===== src/rtl/s_machine_gpio.sv =====
// Debounced switch inputs plus LED / edge / irq-mask registers on a single-cycle strobe bus.
// Reads answer one cycle after rd_en; writes land on the sampling edge; no backpressure, enable low freezes all state.
module s_machine_gpio #(
  parameter int NUM_SW    = 8,
  parameter int NUM_LED   = 8,
  parameter int DATA_W    = 16,
  parameter int DB_CYCLES = 4
) (
  input  logic               clk,
  input  logic               reset,
  input  logic               enable,
  input  logic [NUM_SW-1:0]  sw,
  output logic [NUM_LED-1:0] led,
  input  logic [1:0]         addr,
  input  logic               wr_en,
  input  logic               rd_en,
  input  logic [DATA_W-1:0]  wdata,
  output logic [DATA_W-1:0]  rdata,
  output logic               rvalid,
  output logic               irq
);

  localparam int CW = $clog2(DB_CYCLES + 1);
  localparam logic [CW-1:0] CNT_LAST = CW'(DB_CYCLES - 1);

  localparam logic [1:0] A_LED    = 2'd0;
  localparam logic [1:0] A_STABLE = 2'd1;
  localparam logic [1:0] A_EDGE   = 2'd2;
  localparam logic [1:0] A_MASK   = 2'd3;

  logic [NUM_SW-1:0]          sync1_q, sync2_q;
  logic [NUM_SW-1:0]          stable_q, stable_d;
  logic [NUM_SW-1:0][CW-1:0]  cnt_q, cnt_d;
  logic [NUM_SW-1:0]          edge_q, edge_d;
  logic [NUM_SW-1:0]          mask_q;
  logic [NUM_SW-1:0]          rise;
  logic [NUM_LED-1:0]         led_q;
  logic [DATA_W-1:0]          rdata_q, rd_mux;
  logic                       rvalid_q, irq_q;
  logic                       wr_led, wr_edge, wr_mask;
  logic                       unused_wdata;

  // A pending change only counts while the synchronized level is both
  // different from the accepted level and not about to move again.
  always_comb begin
    stable_d = stable_q;
    cnt_d    = cnt_q;
    for (int i = 0; i < NUM_SW; i++) begin
      if ((sync2_q[i] == stable_q[i]) || (sync1_q[i] != sync2_q[i])) begin
        cnt_d[i] = '0;
      end else if (cnt_q[i] == CNT_LAST) begin
        cnt_d[i]    = '0;
        stable_d[i] = sync2_q[i];
      end else begin
        cnt_d[i] = cnt_q[i] + CW'(1);
      end
    end
  end

  always_comb begin
    wr_led  = wr_en && (addr == A_LED);
    wr_edge = wr_en && (addr == A_EDGE);
    wr_mask = wr_en && (addr == A_MASK);
    rise    = stable_d & ~stable_q;
    edge_d  = edge_q;
    if (wr_edge) begin
      edge_d = edge_d & ~wdata[NUM_SW-1:0];
    end
    // OR-ing the new rise last lets a fresh edge beat a same-cycle clear.
    edge_d = edge_d | rise;
  end

  always_comb begin
    rd_mux = '0;
    case (addr)
      A_LED:    rd_mux[NUM_LED-1:0] = led_q;
      A_STABLE: rd_mux[NUM_SW-1:0]  = stable_q;
      A_EDGE:   rd_mux[NUM_SW-1:0]  = edge_q;
      A_MASK:   rd_mux[NUM_SW-1:0]  = mask_q;
      default:  rd_mux = '0;
    endcase
  end

  always_ff @(posedge clk or posedge reset) begin
    if (reset) begin
      sync1_q  <= '0;
      sync2_q  <= '0;
      cnt_q    <= '0;
      stable_q <= '0;
      edge_q   <= '0;
      mask_q   <= '0;
      led_q    <= '0;
      rdata_q  <= '0;
      rvalid_q <= 1'b0;
      irq_q    <= 1'b0;
    end else begin
      rvalid_q <= enable && rd_en;
      if (enable) begin
        sync1_q  <= sw;
        sync2_q  <= sync1_q;
        cnt_q    <= cnt_d;
        stable_q <= stable_d;
        edge_q   <= edge_d;
        irq_q    <= |(edge_q & mask_q);
        if (wr_led) begin
          led_q <= wdata[NUM_LED-1:0];
        end
        if (wr_mask) begin
          mask_q <= wdata[NUM_SW-1:0];
        end
        if (rd_en) begin
          rdata_q <= rd_mux;
        end
      end
    end
  end

  // Upper write-data bits have no register behind them.
  assign unused_wdata = ^wdata;

  assign led    = led_q;
  assign rdata  = rdata_q;
  assign rvalid = rvalid_q;
  assign irq    = irq_q;

endmodule


===== config.mk =====
export PLATFORM = sky130hd
export DESIGN_NAME = s_machine_gpio
export DESIGN_NICKNAME = d
export VERILOG_FILES = /design/src/rtl/s_machine_gpio.sv
export SDC_FILE = /design/constraint.sdc
export NUM_CORES = 1
export LEC_CHECK = 0
export BUFFER_PORTS_ARGS = -buffer_cell sky130_fd_sc_hd__clkbuf_2
export CORE_MARGIN = 3
export CORE_UTILIZATION = 40
export CTS_BUF_LIST = sky130_fd_sc_hd__clkbuf_4 sky130_fd_sc_hd__clkbuf_8
export CTS_CLUSTER_DIAMETER = 80
export DETAILED_ROUTE_END_ITERATION = 6
export HOLD_SLACK_MARGIN = 0.06
export PLACE_DENSITY = 0.59
export SETUP_SLACK_MARGIN = 0.3
export SLEW_MARGIN = 20
export SYNTH_ARGS = -nofsm -noshare
export SYNTH_HDL_FRONTEND = slang
export SYNTH_SLANG_ARGS = --single-unit

===== constraint.sdc =====
create_clock -name clk -period 2.3 [get_ports clk]
set_clock_uncertainty 0.05 [all_clocks]
set_input_delay 0.23 -clock clk [delete_from_list [all_inputs] [get_ports clk]]
set_output_delay 0.23 -clock clk [all_outputs]
set_load 0.005 [all_outputs]

Yosys cells after proc, flatten, opt, wreduce, memory -nomap -nowiden
Index checks and enable logic that the tools add are counted.

cells by class
  $add $sub $neg = 8
  equality and inequality tests = 27
  mux-type cells = 34
  bitwise gates (word level) = 6
  reductions and logical operators = 17

operators by type and width
  operator             count
  $mux 3               16
  $pmux 8 s4           1
  $add 3x1->3 const B  8
  $and 8x8->8          3
  $eq 3x2->1 const B   8
  $mux 1               16
  $not 8->8            2
  $eq 1x1->1           8
  $logic_or 1x1->1     8
  $mux 8               1
  $ne 1x1->1           8
  $or 8x8->8           1
  $reduce_or 8->1      1
  $reduce_and 2->1     3
  $eq 2x2->1 const B   2
  $logic_and 1x1->1    4
  $eq 2x1->1 const B   1
  $logic_not 2->1      1

storage, ports and cells
  register bits = 82
  bits of input ports = 31
  output and inout bits = 26
  word-level logic and storage cells = 109

Depth between registers and ports, before layout
  word-level depth = 5
  depth in mapped cells = 6
  depth with buffers taken out = 4

Worst setup path after synthesis
Ideal clock, no wire load.

  path type = input to register
  start = in addr[1]
  end = reg rdata_q[4] (netlist: rdata[4])
  library setup time = 0.125 ns
  arrival time = 1.128 ns
  required time = 2.125 ns
  path slack = 0.997 ns
  cell stages on the path = 3
  buffers on the path = 1
  path through = buf_6 -> mux4_2 -> mux2_2

between the ends
  word-level cells in the longest chain between the ends = 2
  elaborated cells on any way between the ends = 5
  those cells by class = eq/ne (3); mux (1); reduce/logical (1)

RTL lines
  item                                      line  RTL
  start: declaration                        14    input logic [1:0] addr,
  $eq 2x2->1, or another cell as far along  75    case (addr)
  $pmux 8 s4 *                              75
  end signal: assignment                    112   rdata_q <= rd_mux;
  end: declaration                          38    logic [DATA_W-1:0] rdata_q, rd_mux;

Mark *: on every way between the ends. The rest lies on a longest branch, timed or not.
A chain may end at the register's enable or synchronous reset.

Worst setup path after layout
  start = reg cnt_q[6] (netlist bit)
  end = reg edge_q[2]

between the ends
  word-level cells in the longest chain between the ends = 5

RTL lines
  item                      line  RTL
  start: declaration        33    logic [NUM_SW-1:0][CW-1:0] cnt_q, cnt_d;
  start signal: assignment  101   cnt_q <= cnt_d;
  $eq 3x2->1                51    end else if (cnt_q[i] == CNT_LAST) begin
  $mux 1                    51
  $mux 1                    49    if ((sync2_q[i] == stable_q[i]) || (sync1_q[i] != sync2_q[i])) begin
  $and 8x8->8               64    rise = stable_d & ~stable_q;
  $or 8x8->8                70    edge_d = edge_d | rise;
  end signal: assignment    103   edge_q <= edge_d;
  end: declaration          34    logic [NUM_SW-1:0] edge_q, edge_d;

Every way passes these cells.

==> flow_summary.yaml <==
run_status:
  status: "complete, no violations"
power:
  seqPwrFrac: 0.496
  power.leakage_nw: 2.08
  p_int_mw: 2.71
  power_frac_comb: 0.143
  vdd_drop_max_mv: 0.287
  power_density_nw_per_um2: 779
  p_sw_frac: 0.240
  clkPwrFrac: 0.361
  power.switching_uw: 857
run:
  drv_cap: 0
critical_path:
  critPathMaxFanout: 3
  startpoint: "cnt_q[6]$_DFFE_PP0P_"
  cp.arrival_ns: 1.53
  required_ns: 2.48
  criticalPathCategory: "reg -> reg"
  start_kind: "flop"
  timing.rr.start: "cnt_q[6]$_DFFE_PP0P_"
  critical_path.cell_chain: "ha_1 -> nor2b_1 -> and3_1 -> a32o_1"
  crit_path_top_delay_cell: "dfrtp_1"
  max_stage_delay_ns: 0.39
  path_buf_inv: 0
  cp-end-kind: "flop"
  cp_top_family: "flip-flops"
routing:
  route.detailed.drc: 0
  routed_wl_mm: 7.29
  vias: 2591
  avgRoutedWirePerCell_microns: 14.7
  vias_per_cell: 5.23
  postRouteAntennaNets: 0
  drtIter0Drc: 58
  first_pass_iters: 4
layout:
  drive_above_1_share: 0.306
  num-fill-cells: 866
  n_antenna_cell: 0
  num-nets-final: 400
  design_area_sq_um: 4580
  area_growth_pct: 16.2
die:
  pin_count: 57
  die_h_microns: 105
  dieArea_sq_um: 11100
  core_sq_um: 9420
  die_x_microns: 105
  row_count: 35
  floorplan.initialDensity: 0.418
logic_synthesis:
  syn_area_per_cell_sq_um: 12.6
  yosys.area.top_type: "dfrtp_1"
  yosys.cell_types.count: 41
  synthCells: 312
  synth.ff_latch_count: 82
  syn_area_sq_um: 3940
  yosys-top-cells-count: "82 x dfrtp_1, 41 x mux2_2, 29 x inv_1"
  yosysWarnings: 0
  ys_seq_area_frac: 0.521
  synth_enable_flop_cells: 0
  synthFlopType: "dfrtp_1"
  synthArstFlopShare: 1.00
  yosysMostFrequentCell: "dfrtp_1"
  synth_top_area_frac: 0.521
  synth.area.top_cells: "dfrtp_1 52%, mux2_2 12%, mux4_2 4.6%"
sta:
  hold_viol_final: 0
  drv_slew: 0
  rsz0062_at_grt: "no"
  period_minus_slack_ns: 1.35
  worstMarginPinSlew_ns: 0.545
  setup_viol: 0
  max_freq_mhz: 739
  relSlewSlack: 0.635
  fin_crit_sh: 0.589
  finalSetupTns_ns: 0
clock_tree:
  ctsRootBufferMaster: "clkbuf_8"
  cts_resized: 0
  clkTransAtPathRegs_ns: 0.08
  clkLatencyLatePin_ns: 0.34
  cts_num_sinks: 82
  cts_tree: "yes"
  postCtsSetupBuffers: 0
  htree_levels: 3
  numCtsBuffers: 9
  clockBufferDepth: 2
global_routing:
  antenna_found_initial: 0
  grt.overflow.total: 0
  gr-usage-met3: 0.0325
  grt_pass1_wl_mm: 12.7
  grtUsageMet1: 0.196
  grt_max_degree: 83
  grtUsageMet2: 0.221
  track_usage: 0.144
  busiest_layer: "met2"
  grt_pass1_vias: 2551
placement:
  io_buffers: 40
  globalplace.congestion: 0.768
  place_area_sq_um: 4240
  dp_hpwl_mm: 4.99
hold_path:
  hold_start: "sw[5]"
  holdCritPathClass: "in -> reg"
==> final cells by class <==
cell class	count	area, sq um	area share
well taps	129	161	0.0353
inverters	29	113	0.0246
clock inverters	4	97.6	0.0213
multi-input cells	189	1670	0.366
flip-flops and latches	82	2050	0.448
clock buffers	12	159	0.0347
repair buffers	50	320	0.0700
==> placed cells by master, fill, tap and decap left out, types with 6 or more instances in the layout <==
cell           netlist  routed
mux2_2              41      41
inv_1               29      28
a32o_1               6       6
o22ai_1              9       9
nor3b_1              7       7
nand2_1             11      11
conb_1               1       8
o21ai_0             16      16
dlygate4sd3_1        0       8
ha_1                 8       8
dfrtp_1             82      82
clkbuf_8             0      11
mux2i_1              6       6
a21boi_0             8       8
and3b_1              8       8
mux4_2               8       8
o221ai_1             6       6
clkbuf_2             1      40
==> final timing paths <==
kind	to	slack (ns)	cells after the start
worst max register to register	edge_q[2]$_DFFE_PP0P_	0.95	4
worst min-delay path	sync1_q[5]$_DFFE_PP0P_	0.08	2
max in group asynchronous	mask_q[5]$_DFFE_PP0P_	1.36	4
worst min register to register	cnt_q[0]$_DFFE_PP0P_	0.43	1
min in group asynchronous	cnt_q[6]$_DFFE_PP0P_	0.47	4
worst max-delay path	edge_q[2]$_DFFE_PP0P_	0.95	4
==> registers in the layout, summed over array words and instances (netlist names) <==
signal	count
cnt_q	24
edge_q	8
irq	1
led	8
mask_q	8
rdata	8
rvalid	1
stable_q	8
sync1_q	8
sync2_q	8
==> power by group through the flow <==
stage | combinational, mW | clock, mW | sequential, mW
floorplan | 0.363 | 0 | 1.76
global placement | 0.495 | 0 | 1.79
detailed placement | 0.509 | 0 | 1.80
CTS | 0.521 | 1.33 | 1.77
global route | 0.574 | 1.40 | 1.80
finish | 0.509 | 1.29 | 1.77
==> routing by layer <==
| metal | wire length (microns) | part of all wire | vias up |
|---|---|---|---|
| met5 | 0 | 0 | - |
| met2 | 3420 | 0.47 | 56 |
| met4 | 172 | 0.024 | 0 |
| li1 | - | - | 1239 |
| met1 | 3390 | 0.46 | 1284 |
| met3 | 307 | 0.042 | 12 |
==> metrics by stage <==
step	util	std cells	setup slack [ns]	hold WS [ns]	total power, mW
3_5_place_dp	0.450	471	0.615	0.334	2.31
3_3_place_gp	0.450	471	0.637	0.331	2.29
2_1_floorplan	-	319	0.997	0.331	2.12
4_1_cts	0.486	495	0.931	0.0661	3.63
5_1_grt	0.486	495	0.880	0.0731	3.78
6_report	0.486	495	0.946	0.0795	3.56
==> logic make-up after synthesis <==
kind of cell             Yosys count  share of synthesized area
other                              1                   0.000952
multiplexers                      55                      0.178
buffers and inverters             48                     0.0607
AND/OR/NAND/NOR                   56                      0.104
flip-flops                        82                      0.521
AO/OA/AOI/OAI                     62                      0.110
adder cells (fa/ha/maj)            8                     0.0254
==> what timing repair did <==
item	in CTS	in global routing
hold endpoints to repair	89	0
endpoints found under the setup margin	0	0
hold buffers	8	0
No activity file was read; power rests on OpenSTA's default activity.
